### src/rtl/axi_wr_arbiter.sv
// Two-master to one-slave AXI3 write-path arbiter (AW, W, B); one transaction in flight at a time.
// Define AXI_WR_ARB_RR_EN for round-robin arbitration; left undefined, m0 has fixed priority.
module axi_wr_arbiter #(
    parameter int WIDTH = 32,
    parameter int SIZE  = 3
) (
    input  logic                 clk,
    input  logic                 reset,

    input  logic                 m0_awvalid,
    input  logic [WIDTH-1:0]     m0_awaddr,
    input  logic [WIDTH/8-1:0]   m0_awid,
    input  logic [WIDTH/8-1:0]   m0_awlen,
    input  logic [SIZE-1:0]      m0_awsize,
    input  logic [SIZE-2:0]      m0_awburst,
    output logic                 m0_awready,
    input  logic                 m0_wvalid,
    input  logic [WIDTH:0]       m0_wdata,
    input  logic [WIDTH/8-1:0]   m0_wstrb,
    input  logic [WIDTH/8-1:0]   m0_wid,
    input  logic                 m0_wlast,
    output logic                 m0_wready,
    output logic                 m0_bvalid,
    output logic [WIDTH/8-1:0]   m0_bid,
    output logic [SIZE-2:0]      m0_bresp,
    input  logic                 m0_bready,

    input  logic                 m1_awvalid,
    input  logic [WIDTH-1:0]     m1_awaddr,
    input  logic [WIDTH/8-1:0]   m1_awid,
    input  logic [WIDTH/8-1:0]   m1_awlen,
    input  logic [SIZE-1:0]      m1_awsize,
    input  logic [SIZE-2:0]      m1_awburst,
    output logic                 m1_awready,
    input  logic                 m1_wvalid,
    input  logic [WIDTH:0]       m1_wdata,
    input  logic [WIDTH/8-1:0]   m1_wstrb,
    input  logic [WIDTH/8-1:0]   m1_wid,
    input  logic                 m1_wlast,
    output logic                 m1_wready,
    output logic                 m1_bvalid,
    output logic [WIDTH/8-1:0]   m1_bid,
    output logic [SIZE-2:0]      m1_bresp,
    input  logic                 m1_bready,

    output logic                 s_awvalid,
    output logic [WIDTH-1:0]     s_awaddr,
    output logic [WIDTH/8-1:0]   s_awid,
    output logic [WIDTH/8-1:0]   s_awlen,
    output logic [SIZE-1:0]      s_awsize,
    output logic [SIZE-2:0]      s_awburst,
    input  logic                 s_awready,
    output logic                 s_wvalid,
    output logic [WIDTH:0]       s_wdata,
    output logic [WIDTH/8-1:0]   s_wstrb,
    output logic [WIDTH/8-1:0]   s_wid,
    output logic                 s_wlast,
    input  logic                 s_wready,
    input  logic                 s_bvalid,
    input  logic [WIDTH/8-1:0]   s_bid,
    input  logic [SIZE-2:0]      s_bresp,
    output logic                 s_bready
);

    typedef enum logic [1:0] {IDLE = 2'd0, ADDR = 2'd1, DATA = 2'd2, RESP = 2'd3} state_t;

    state_t r_state;
    state_t w_state_nxt;
    logic   r_gnt;
    logic   w_gnt_nxt;
`ifdef AXI_WR_ARB_RR_EN
    logic   r_last;
    logic   w_last_nxt;
`endif

    // Signals of whichever master currently holds the grant
    logic w_awvalid;
    logic w_wvalid;
    logic w_wlast;
    logic w_bready;

    assign w_awvalid = r_gnt ? m1_awvalid : m0_awvalid;
    assign w_wvalid  = r_gnt ? m1_wvalid  : m0_wvalid;
    assign w_wlast   = r_gnt ? m1_wlast   : m0_wlast;
    assign w_bready  = r_gnt ? m1_bready  : m0_bready;

    always_ff @(posedge clk) begin
        if (reset) begin
            r_state <= IDLE;
            r_gnt   <= 1'b0;
`ifdef AXI_WR_ARB_RR_EN
            r_last  <= 1'b1;
`endif
        end else begin
            r_state <= w_state_nxt;
            r_gnt   <= w_gnt_nxt;
`ifdef AXI_WR_ARB_RR_EN
            r_last  <= w_last_nxt;
`endif
        end
    end

    always_comb begin
        w_state_nxt = r_state;
        w_gnt_nxt   = r_gnt;
`ifdef AXI_WR_ARB_RR_EN
        w_last_nxt  = r_last;
`endif
        case (r_state)
            IDLE: begin
                if (m0_awvalid || m1_awvalid) begin
                    w_state_nxt = ADDR;
`ifdef AXI_WR_ARB_RR_EN
                    if (m0_awvalid && m1_awvalid) w_gnt_nxt = ~r_last;
                    else                          w_gnt_nxt = m1_awvalid;
`else
                    w_gnt_nxt = ~m0_awvalid;
`endif
                end
            end
            ADDR: if (w_awvalid && s_awready) w_state_nxt = DATA;
            DATA: if (w_wvalid && s_wready && w_wlast) w_state_nxt = RESP;
            RESP: begin
                if (s_bvalid && w_bready) begin
                    w_state_nxt = IDLE;
`ifdef AXI_WR_ARB_RR_EN
                    w_last_nxt  = r_gnt;
`endif
                end
            end
            default: w_state_nxt = IDLE;
        endcase
    end

    always_comb begin
        m0_awready = 1'b0;
        m1_awready = 1'b0;
        m0_wready  = 1'b0;
        m1_wready  = 1'b0;
        m0_bvalid  = 1'b0;
        m0_bid     = '0;
        m0_bresp   = '0;
        m1_bvalid  = 1'b0;
        m1_bid     = '0;
        m1_bresp   = '0;
        s_awvalid  = 1'b0;
        s_awaddr   = '0;
        s_awid     = '0;
        s_awlen    = '0;
        s_awsize   = '0;
        s_awburst  = '0;
        s_wvalid   = 1'b0;
        s_wdata    = '0;
        s_wstrb    = '0;
        s_wid      = '0;
        s_wlast    = 1'b0;
        s_bready   = 1'b0;
        case (r_state)
            ADDR: begin
                s_awvalid = w_awvalid;
                s_awaddr  = r_gnt ? m1_awaddr  : m0_awaddr;
                s_awid    = r_gnt ? m1_awid    : m0_awid;
                s_awlen   = r_gnt ? m1_awlen   : m0_awlen;
                s_awsize  = r_gnt ? m1_awsize  : m0_awsize;
                s_awburst = r_gnt ? m1_awburst : m0_awburst;
                if (r_gnt) m1_awready = s_awready;
                else       m0_awready = s_awready;
            end
            DATA: begin
                s_wvalid = w_wvalid;
                s_wdata  = r_gnt ? m1_wdata : m0_wdata;
                s_wstrb  = r_gnt ? m1_wstrb : m0_wstrb;
                s_wid    = r_gnt ? m1_wid   : m0_wid;
                s_wlast  = w_wlast;
                if (r_gnt) m1_wready = s_wready;
                else       m0_wready = s_wready;
            end
            RESP: begin
                s_bready = w_bready;
                if (r_gnt) begin
                    m1_bvalid = s_bvalid;
                    m1_bid    = s_bid;
                    m1_bresp  = s_bresp;
                end else begin
                    m0_bvalid = s_bvalid;
                    m0_bid    = s_bid;
                    m0_bresp  = s_bresp;
                end
            end
            default: ;
        endcase
    end

endmodule

### config.mk
export PLATFORM = sky130hd
export DESIGN_NAME = axi_wr_arbiter
export DESIGN_NICKNAME = d
export VERILOG_FILES = /design/src/rtl/axi_wr_arbiter.sv
export SDC_FILE = /design/constraint.sdc
export NUM_CORES = 1
export LEC_CHECK = 0
export ABC_AREA = 1
export BUFFER_PORTS_ARGS = -buffer_cell sky130_fd_sc_hd__buf_2
export CAP_MARGIN = 0
export CORE_AREA = 2 2 114 116
export DETAILED_ROUTE_END_ITERATION = 16
export DIE_AREA = 0 0 116 118
export MAX_ROUTING_LAYER = met4
export PLACE_DENSITY = 0.51
export SKIP_CTS_REPAIR_TIMING = 1
export SYNTH_ARGS = -nofsm -noshare
export SYNTH_HDL_FRONTEND = slang
export SYNTH_SLANG_ARGS = --single-unit
### constraint.sdc
create_clock -name clk -period 2 [get_ports clk]
set_input_delay 0.1 -clock clk [delete_from_list [all_inputs] [get_ports clk]]
set_output_delay 0.1 -clock clk [all_outputs]
set_load 0.01 [all_outputs]
=== Word level (Yosys, flattened, before mapping) ===
Index checks and enable logic that the tools add are counted.

* Register bits: 3
* Bits of input ports: 191
* Output and inout port bits: 108
* Word-level logic and storage cells: 67

* Eq/ne operators: 7
* Mux-type cells: 49
* Bitwise logic cells: 1
* Reductions and logical operators: 8

{| class="wikitable"
|+ Operators by type and width
! operator !! count
|-
| 33-bit 2-to-1 mux || 2
|-
| 32-bit 2-to-1 mux || 2
|-
| 4-bit 2-to-1 mux || 12
|-
| 1-bit 2-to-1 mux || 20
|-
| 2-bit 2-to-1 mux || 10
|-
| 2-bit inequality test, second input constant || 4
|-
| 2-bit one-hot mux with 4 select lines || 1
|-
| 3-bit 2-to-1 mux || 2
|-
| 2-bit equality test, second input constant || 2
|-
| 1-bit logical AND || 4
|-
| 4-bit AND reduction || 1
|-
| 2-bit by 1-bit equality test with 1-bit output, second input constant || 1
|-
| 2-bit logical NOT || 1
|-
| 2-bit AND reduction || 1
|-
| 1-bit logical OR || 1
|-
| 1-bit inverter || 1
|}

=== Logic depth before layout (Yosys ltp) ===
* Depth after elaboration: 5
* Gate-level depth with buffers: 10
* Depth with buffers taken out: 9

=== Least setup slack after synthesis ===
OpenSTA, ideal clock, no wires.

* Kind: register to output
* From: reg r_state[1]
* To: out s_awaddr[10]
* Arrival: 1260 ps
* Required time: 1900 ps
* Slack: 640 ps
* Cell stages (with the launch flop): 7
* Path buffers: 2
* Path through: dfxtp_1 > inv_1 > ha_1 > inv_1 > buf_2 > buf_1 > a21oi_1

* Cells in the longest elaborated chain, start to end: 2

{| class="wikitable"
|+ RTL lines
! item !! RTL line !! source
|-
| from (decl) || 67 || <nowiki>state_t r_state;</nowiki>
|-
| from (signal assigned) || 95 || <nowiki>r_state <= w_state_nxt;</nowiki>
|-
| 2-bit by 1-bit equality test with 1-bit output || 158 || <nowiki>case (r_state)</nowiki>
|-
| 32-bit 2-to-1 mux || 158 ||
|-
| to (decl) || 47 || <nowiki>output logic [WIDTH-1:0] s_awaddr,</nowiki>
|}

No other way between the ends.

=== Final worst setup path ===
* From: reg r_state[1]
* To: out s_awaddr[3]

The elaborated chain is that of the path after synthesis.

==> qor.csv <==
metric,value,unit
avgSynthCellArea,4.453,um^2
dieWidth,116,um
critical_path.cell_chain,inv_1 > ha_1 > inv_1 > buf_12 > a21oi_1 > buf_2,
grt.total_usage,12.36,%
post-route-min-period,1.781,ns
place_area,3334,um^2
total_power,2.685,mW
yosysUniqueCellTypes,20,
drtIter0Drc,87,
cts_max_level,1,
critPathMostFrequentCell,inv_1,
cts_buffers,3,
worstMarginPinSlew,0.4307,ns
ys_ff_latch,3,
slew_violations,0,
cpLargestDelayFamily,buffers and inverters,
finalHoldViolations,0,
port_buffers,298,
path_clk_slew,0.03,ns
grt_pass1_wl,13.68,mm
critPathRequiredTime,1.90,ns
seq_area,63.81,um^2
finalClockSkew,0.002118,ns
syn-cell-area,1657,um^2
viasPerCell,4.012,
postSynthCellCount,372,
num_vias,3306,
cp.arrival,1.68,ns
finalCritPeriodShare,89.04,%
placed_cells,820,
p_leak,2.199,nW
instances_no_fill,824,
clock_path_buffers,2,
cap_violations,0,
fin_tns_setup,0,ns
post_drt_wl_per_cell,11.50,um
drt_wl_total,9.478,mm
die_height,118,um
ioPinCount,299,
rsz0062_at_grt,no,
grt_max_degree,46,
cts_sinks,3,
cts_tree,yes,
initial_core_util,13.34,%
antenna_left,0,
seq_area_frac_synth,3.625,%
p_per_area,786.6,nW/um^2
layout-drive-gt1-share,48.16,%
root_buffer,clkbuf_16,
dp_hpwl,7.773,mm
syn-num-nets,568,
slew_headroom,71.25,%
multiInputGateArea,1386,um^2
ir_drop,0.3441,mV
slowest_stage,dfxtp_1,
hold_path_class,in2reg,
path_buf_inv,4,
clk_latency,0.23,ns
area_growth,106.0,%
diodes,0,
setup_viol,0,
fin_area,3413,um^2
startpoint,r_state[1],
path_max_fanout,45,
grt_overflow,0,
rows,41,
drc,0,
timing.rr.start,r_gnt,
fillers,1478,
cpPeakStageDelay,0.38,ns
yosysWarnings,0,
max_freq,561.6,MHz
core,12410,um^2
grt_pass1_vias,2963,
holdCritStartpoint,reset,
status,"finished, final reports clean",
holdWs,0.05576,ns
nets,849,
path_class,reg2out,
die-area,13690,um^2
start_kind,register,
grt_antenna_before_repair,0,
place_congestion,0.8378,
worstSetupEndpointType,output port,
dr.pass1.iters,4,
==> routing by layer <==
metal	vias up	part of all wire [%]	GRT usage, %
met5	-	0	-
met4	0	0.56	1.711
met3	8	8.6	0.8754
met2	181	50	23.87
met1	1381	41	13.94
li1	1736	-	-
==> flip-flops by register name, indices dropped and copies added, names as in the netlist <==
name and flops:
r_state 2, r_gnt 1
==> cells in the final DEF, fill, tap and decap left out, types with 2 or more instances in the layout <==
cell type,n
nand3_1,4
inv_2,2
clkbuf_16,3
a21oi_1,90
buf_4,3
buf_12,4
ha_1,5
nand4_1,2
inv_1,18
buf_2,298
nor2_1,20
nand2_1,190
dfxtp_1,2
nor3_1,4
==> worst reg2reg max path: stages, from the launching register on <==
cell     delay [ns]
dfxtp_4        0.38
buf_4          0.33
nand2_1        0.13
nand2_1        0.09
nand3_1        0.07
nand2_1        0.10
nand2_1        0.07
nor2_2         0.10
nor2_1         0.05
nor2_1         0.09
==> power by group <==
part / leakage [nW] / switching (mW) / internal, mW / total [mW]
Clock: 0.0382 / 0.0585 / 0.263 / 0.322
Combinational: 2.14 / 1.38 / 0.860 / 2.24
Sequential: 0.0256 / 0.0322 / 0.0868 / 0.119
==> cell type report <==
class,instances,share of cell area [%]
Timing Repair Buffer,305,46.70
Tap cell,172,6.305
Sequential cell,3,1.870
Inverter,20,2.199
Multi-Input combinational cell,320,40.62
Clock buffer,4,2.309
==> cells by family (layout without fill, tap and decap cells) <==
logic type	Yosys count	in the layout	share of synthesized area, %
DFF	3	3	3.626
AOI/OAI and AO/OA	91	91	27.64
and+or+nand+nor	224	224	52.27
buffers and inverters	49	329	12.69
adders and majority gates	5	5	3.776
==> synth_stat cells <==
cell,instances,share of area [%]
or2_2,1,0.38
nand2_2,1,0.38
nor3_1,4,1.2
buf_6,1,0.68
clkbuf_1,13,2.9
a211oi_1,1,0.45
and3_1,1,0.38
inv_2,2,0.45
nor2_1,20,4.5
buf_2,12,3.6
nand2_1,190,43
dfxtp_1,3,3.6
ha_1,5,3.8
buf_1,2,0.45
buf_4,1,0.45
a21oi_1,90,27
nand3_1,4,1.2
inv_1,18,4.1
nor2_2,1,0.38
nand4_1,2,0.76
==> path summary, 6_finish.rpt <==
kind / end / slack [ns] / depth (start not counted)
setup / recovery: s_awaddr[3] / 0.22 / 6
hold / removal: r_gnt / 0.06 / 2
setup reg to reg: r_state[0] / 0.53 / 9
hold reg to reg: r_state[0] / 0.53 / 2
==> through the flow <==
stage	setup WS (ns)	util [%]
3_5_place_dp	0.4236	26.86
3_3_place_gp	0.4275	26.86
4_1_cts	0.1831	27.49
2_1_floorplan	0.6400	-
5_1_grt	0.1039	27.49
6_report	0.2192	27.49
No activity file was read; power rests on OpenSTA's default activity.
